`src/rtl/sum_deserializer.sv`:
```
// sum_deserializer: collects LSB-first serial adder sum bits into a held parallel word
// Ports:
//   CLK, rst        clock and synchronous active-high reset
//   start           frame begin strobe
//   bit_valid, S    qualified serial sum bit
//   COUT            final carry, taken with the last bit
//   out_ready       downstream accepts the held word
//   sum, carry_out  assembled word and carry, held while out_valid
//   out_valid       word held in HOLD
//   busy            frame in progress
//   err             one-cycle pulse on a start that collides with a frame or held word
//   sum_par         even parity of {carry_out,sum}, only when SUM_PARITY_EN is defined
module sum_deserializer #(
    parameter int WIDTH = 8
) (
    input  logic             CLK,
    input  logic             rst,
    input  logic             start,
    input  logic             bit_valid,
    input  logic             S,
    input  logic             COUT,
    input  logic             out_ready,
    output logic [WIDTH-1:0] sum,
    output logic             carry_out,
    output logic             out_valid,
    output logic             busy,
`ifdef SUM_PARITY_EN
    output logic             sum_par,
`endif
    output logic             err
);
    localparam int CW = $clog2(WIDTH);
    typedef enum logic [1:0] {IDLE, COLLECT, HOLD} state_t;
    state_t state, state_nxt;
    logic [CW-1:0] cnt;
    logic last, take_bit, begin_frame, err_nxt;
    assign last      = cnt == CW'(WIDTH - 1);
    assign busy      = state == COLLECT;
    assign out_valid = state == HOLD;
    always_comb begin
        take_bit    = busy && !start && bit_valid;
        // a start in COLLECT restarts the frame; in HOLD it only begins a frame if the word retires
        begin_frame = start && (state != HOLD || out_ready);
        err_nxt     = start && (busy || (out_valid && !out_ready));
        state_nxt   = (state == IDLE) ? (start ? COLLECT : IDLE) :
                      busy            ? ((take_bit && last) ? HOLD : COLLECT) :
                                        (out_ready ? (start ? COLLECT : IDLE) : HOLD);
    end
    always_ff @(posedge CLK) begin
        if (rst) begin
            state     <= IDLE;
            cnt       <= '0;
            sum       <= '0;
            carry_out <= 1'b0;
            err       <= 1'b0;
        end else begin
            state <= state_nxt;
            err   <= err_nxt;
            if (begin_frame) begin
                cnt <= '0;
                sum <= '0;
            end else if (take_bit) begin
                sum[cnt] <= S;
                if (last) carry_out <= COUT;
                else cnt <= cnt + CW'(1);
            end
        end
    end
`ifdef SUM_PARITY_EN
    // the slot being written is still zero, so folding S into the old word gives the new parity
    always_ff @(posedge CLK) begin
        if (rst) sum_par <= 1'b0;
        else if (take_bit && last) sum_par <= ^{COUT, S, sum};
        else if (out_valid && out_ready) sum_par <= 1'b0;
    end
`endif
endmodule

```
`config.mk`:
```
export PLATFORM = sky130hd
export DESIGN_NAME = sum_deserializer
export DESIGN_NICKNAME = d
export VERILOG_FILES = /design/src/rtl/sum_deserializer.sv
export SDC_FILE = /design/constraint.sdc
export NUM_CORES = 1
export LEC_CHECK = 0
export BUFFER_PORTS_ARGS = -buffer_cell sky130_fd_sc_hd__buf_2
export CAP_MARGIN = 5
export CELL_PAD_IN_SITES_DETAIL_PLACEMENT = 1
export CELL_PAD_IN_SITES_GLOBAL_PLACEMENT = 2
export CORE_MARGIN = 2
export CORE_UTILIZATION = 31
export DETAILED_ROUTE_END_ITERATION = 7
export PLACE_DENSITY = 0.86
export SLEW_MARGIN = 10
export SYNTH_ARGS = -nofsm -noshare
export SYNTH_HDL_FRONTEND = slang
export SYNTH_SLANG_ARGS = --single-unit
```
`constraint.sdc`:
```
create_clock -name CLK -period 3.48 [get_ports CLK]
set_clock_uncertainty 0.1 [all_clocks]
set_input_delay 0.348 -clock CLK [delete_from_list [all_inputs] [get_ports CLK]]
set_output_delay 0.348 -clock CLK [all_outputs]
set_load 0.01 [all_outputs]
```
* Yosys cells after proc, flatten, opt, wreduce, memory -nomap -nowiden
Index checks and enable logic that the tools add are counted.
Widths: inputs -> output; s select.
** Operators by class
- Multiplexer cells :: 8
- Bitwise operators :: 2
- Add/subtract/negate cells :: 1
- Order comparisons :: 2
- Eq/ne operators :: 4
- Reduce and logical (&&, ||, !) cells :: 15
** Operators by type and width (count)
- $bwmux 8 :: 1
- $mux 2 :: 4
- $logic_and 1x1->1 :: 7
- $lt 3x4->1 const B :: 1
- $add 3x1->3 const B :: 1
- $demux 1 s3 :: 1
- $eq 3x3->1 const B :: 1
- $ge 3x1->1 const B :: 1
- $reduce_and 3->1 :: 1
- $eq 2x1->1 const B :: 1
- $eq 2x2->1 const B :: 1
- $logic_not 1->1 :: 2
- $logic_not 2->1 :: 1
- $logic_or 1x1->1 :: 2
- $mux 1 :: 2
- $ne 2x2->1 const B :: 1
- $not 1->1 :: 2
- $reduce_and 2->1 :: 1
- $reduce_or 2->1 :: 1
** Word-level totals
- Word-level logic and storage cells :: 37
- Bits in registers :: 15
- Bits of input ports :: 7
- Output and inout port bits :: 12

* Depth between registers and ports, before layout
- Word-level depth :: 7
- Depth in mapped cells :: 5
- Mapped depth without buffers :: 5

* Worst setup path after synthesis
Ideal clock, no wire load.
- Path type :: reg-to-reg
- Start :: reg cnt[0]
- End :: reg cnt[0]
- Path slack :: 2.118 ns
- Cell stages (with the launch flop) :: 5
- Period minus slack after synthesis :: 1.362 ns
- Data arrival time :: 1.192 ns
- Data required time :: 3.310 ns
- Setup time :: 0.070 ns
- Path buffers :: 0
- Cells stage by stage :: dfxtp_1 -> ha_1 -> ha_1 -> or3_1 -> a21oi_1
** Between the ends
- Word-level cells in the longest chain between the ends :: 3
- Elaborated cells on any way between the ends :: 4
- Classes of those cells :: 1 x add/sub; 1 x eq/ne; 1 x bitwise; 1 x reduce/logical
** RTL lines
- start, declared :: line 35 : logic [CW-1:0] cnt;
- start signal, assigned :: line 65 : else cnt <= cnt + CW'(1);
- parallel branches: the longest is 3 deep, another holds $add 3x1->3
Several ways; the timed one is not identified.
A chain may end at the register's enable or synchronous reset.

* Worst setup path in the final report
- Start :: reg cnt[0]
- End :: reg carry_out
** Between the ends
- Word-level cells in the longest chain between the ends :: 2
** RTL lines
- $eq 3x3->1 :: line 37 : assign last = cnt == CW'(WIDTH - 1);
- $reduce_and 3->1 (no source line)
- end signal, assigned :: line 54 : carry_out <= 1'b0;
- end signal, assigned :: line 64 : if (last) carry_out <= COUT;
- end, declared :: line 24 : output logic carry_out,
No other way between the ends.

==> impl_metrics.env <==
export IMPL_status="completed"
export IMPL_cts_sinks=15
export IMPL_synth_seq_cells=15
export IMPL_rsz0062_at_grt="no"
export IMPL_finalHoldViolations=0
export IMPL_arrival_ps=1750
export IMPL_syn_area_sq_um=726
export IMPL_grt_usage=0.151
export IMPL_dpl_cell_area_sq_um=815
export IMPL_mostFrequentLayoutCells="buf_2 (18), a21oi_1 (15), dfxtp_1 (15)"
export IMPL_syn_avg_cell_area_sq_um=8.54
export IMPL_hold_buffers=0
export IMPL_ios=19
export IMPL_cts_buffer_depth=2
export IMPL_tightest_slew_ps=447
export IMPL_grt_pass1_vias=636
export IMPL_wl_per_cell_um=13.4
export IMPL_max_cap_violations=0
export IMPL_antenna_found_initial=0
export IMPL_syn_to_final_growth_pct=15.9
export IMPL_syn_inst=85
export IMPL_p_switching_uw=70.7
export IMPL_cts_tree="done"
export IMPL_clkLatencyLatePin_ps=280
export IMPL_ys_types=27
export IMPL_fin_tns_setup_ps=0
export IMPL_root_buffer="clkbuf_4"
export IMPL_ys_warn_count=0
export IMPL_drive_gt1_frac=0.240
export IMPL_coreArea_sq_mm=0.00221
export IMPL_wirelength_mm=1.72
export IMPL_n_fill_cell=283
export IMPL_grt_pass1_wl_mm=3.00
export IMPL_detail_route_antenna_nets=0
export IMPL_die_area_sq_mm=0.00274
export IMPL_synth_top_area_frac=0.414
export IMPL_regArea_sq_um=300
export IMPL_cp_start_kind="flop"
export IMPL_layout_min_cycle_time_ps=1670
export IMPL_grt_ovfl_total=0
export IMPL_io_buffers=18
export IMPL_ys_top_cells_by_area="dfxtp_1 (41%), a21oi_1 (10%), nand4_1 (6.9%), o21ai_0 (4.1%), ha_1 (3.4%)"
export IMPL_clk_pin_slew_ps=90
export IMPL_avgViaCountPerCell=5.23
export IMPL_layout_nets=110
export IMPL_vias=670
export IMPL_cellPowerDensity_mw_per_mm2=351
export IMPL_switching_share=0.240
export IMPL_final_common_cell="buf_2"
export IMPL_intPower_uw=224
export IMPL_cp_required_ps=3560
export IMPL_drc=0
export IMPL_finalCritPeriodShare=0.479
export IMPL_slew_violations=0
export IMPL_dp_hpwl_mm=1.22
export IMPL_clkPwrFrac=0.346
export IMPL_stdcell_area_sq_um=841
export IMPL_yosysTopAreaCell="dfxtp_1"
export IMPL_leakage_nw=0.317
export IMPL_irDropWorstVdd_uv=216
export IMPL_seqPwrFrac=0.593
export IMPL_syn_nets=94
export IMPL_max_freq_ghz=0.600
export IMPL_rows=17
export IMPL_n_antenna_cell=0
export IMPL_initial_core_util=0.328
export IMPL_multiInputGateArea_sq_um=370
export IMPL_fp_dieW_um=52.4
export IMPL_pwr_share_comb=0.061
export IMPL_gp_congestion=0.857
export IMPL_end_kind="flop"
export IMPL_drtIter0Drc=10
export IMPL_postCtsSetupBuffers=0
export IMPL_slew_headroom=0.700
export IMPL_synth_seq_area_share=0.414
export IMPL_critPathMaxFanout=12
export IMPL_htreeDepth=1
export IMPL_cts_resized=0
export IMPL_grt_max_degree=16
export IMPL_fp_dieH_um=52.4
export IMPL_setup_violations=0
export IMPL_hold_path_class="in2reg"
export IMPL_drt_first_pass_iters=3
export IMPL_tritoncts_num_buffers=3
export IMPL_critical_path_class="reg2reg"
Yosys cell counts:
library cell and number:
a211oi_1 1, a21o_1 1, a21oi_1 15, a31o_2 2
and2_1 1, and4bb_2 1, buf_1 1, buf_2 2
buf_6 1, clkbuf_1 3, dfxtp_1 15, ha_1 2
inv_1 5, nand2_1 2, nand2b_1 2, nand3_1 3
nand3b_1 2, nand4_1 8, nand4bb_1 1, nor2_1 1
nor2b_1 3, o21ai_0 6, o31ai_1 2, o41ai_1 2
or2b_1 1, or3_1 1, or3b_1 1
cell families after synthesis:
group                    after synthesis  synth area share
AO/OA/AOI/OAI                         29             0.234
adder cells (fa/ha/maj)                2            0.0345
AND/OR/NAND/NOR                       27             0.241
buffers and inverters                 12            0.0759
flip-flops                            15             0.414
sequential cells by signal (all words and copies together) (netlist names):
register,cells
cnt,3
state,2
carry_out,1
sum,8
err,1
cell type report:
class,instances,share of cell area
repair buffers,18,0.107
clock buffers,4,0.0313
well taps,28,0.0417
inverters,5,0.0223
flip-flops and latches,15,0.357
multi-input cells,58,0.440
layer usage:
| layer | track usage | up-vias | routed length [um] |
|---|---|---|---|
| met5 | 0 | - | 0 |
| met4 | 0.0769 | 0 | 36 |
| met3 | 0.0343 | 5 | 40 |
| met2 | 0.202 | 7 | 780 |
| met1 | 0.223 | 314 | 862 |
| li1 | - | 344 | - |
worst max-delay path, stage by stage (launching register included):
cell     delay (ps)
dfxtp_1         540
ha_1            220
ha_1            300
inv_1           130
o21ai_0         180
a21oi_1          90
power by group through the flow:
stage | Sequential [mW] | Combinational [mW] | Clock (mW)
after floorplan | 0.178 | 0.0118 | 0
after global placement | 0.179 | 0.0181 | 0
after detailed placement | 0.179 | 0.0183 | 0
after CTS | 0.175 | 0.0184 | 0.107
after global routing | 0.175 | 0.0208 | 0.113
final | 0.175 | 0.0180 | 0.102
stage by stage:
stage	instances	setup WS (ps)	utilization	total power, mW	hold slack [ps]
6_report	128	1810	0.380	0.295	178
5_1_grt	128	1600	0.380	0.309	199
4_1_cts	128	1820	0.380	0.301	174
3_5_place_dp	124	1770	0.368	0.197	361
3_3_place_gp	124	1830	0.368	0.197	359
2_1_floorplan	85	2120	-	0.190	317
worst paths after layout:
| path | startpoint | to | slack [ps] | cells after the start |
|---|---|---|---|---|
| setup / recovery | cnt[0] | carry_out | 1810 | 5 |
| hold / removal | rst | carry_out | 180 | 2 |
| setup reg to reg | cnt[0] | carry_out | 1810 | 5 |
| hold reg to reg | sum[7] | sum[7] | 380 | 2 |
(Power assumes the default switching activity.)
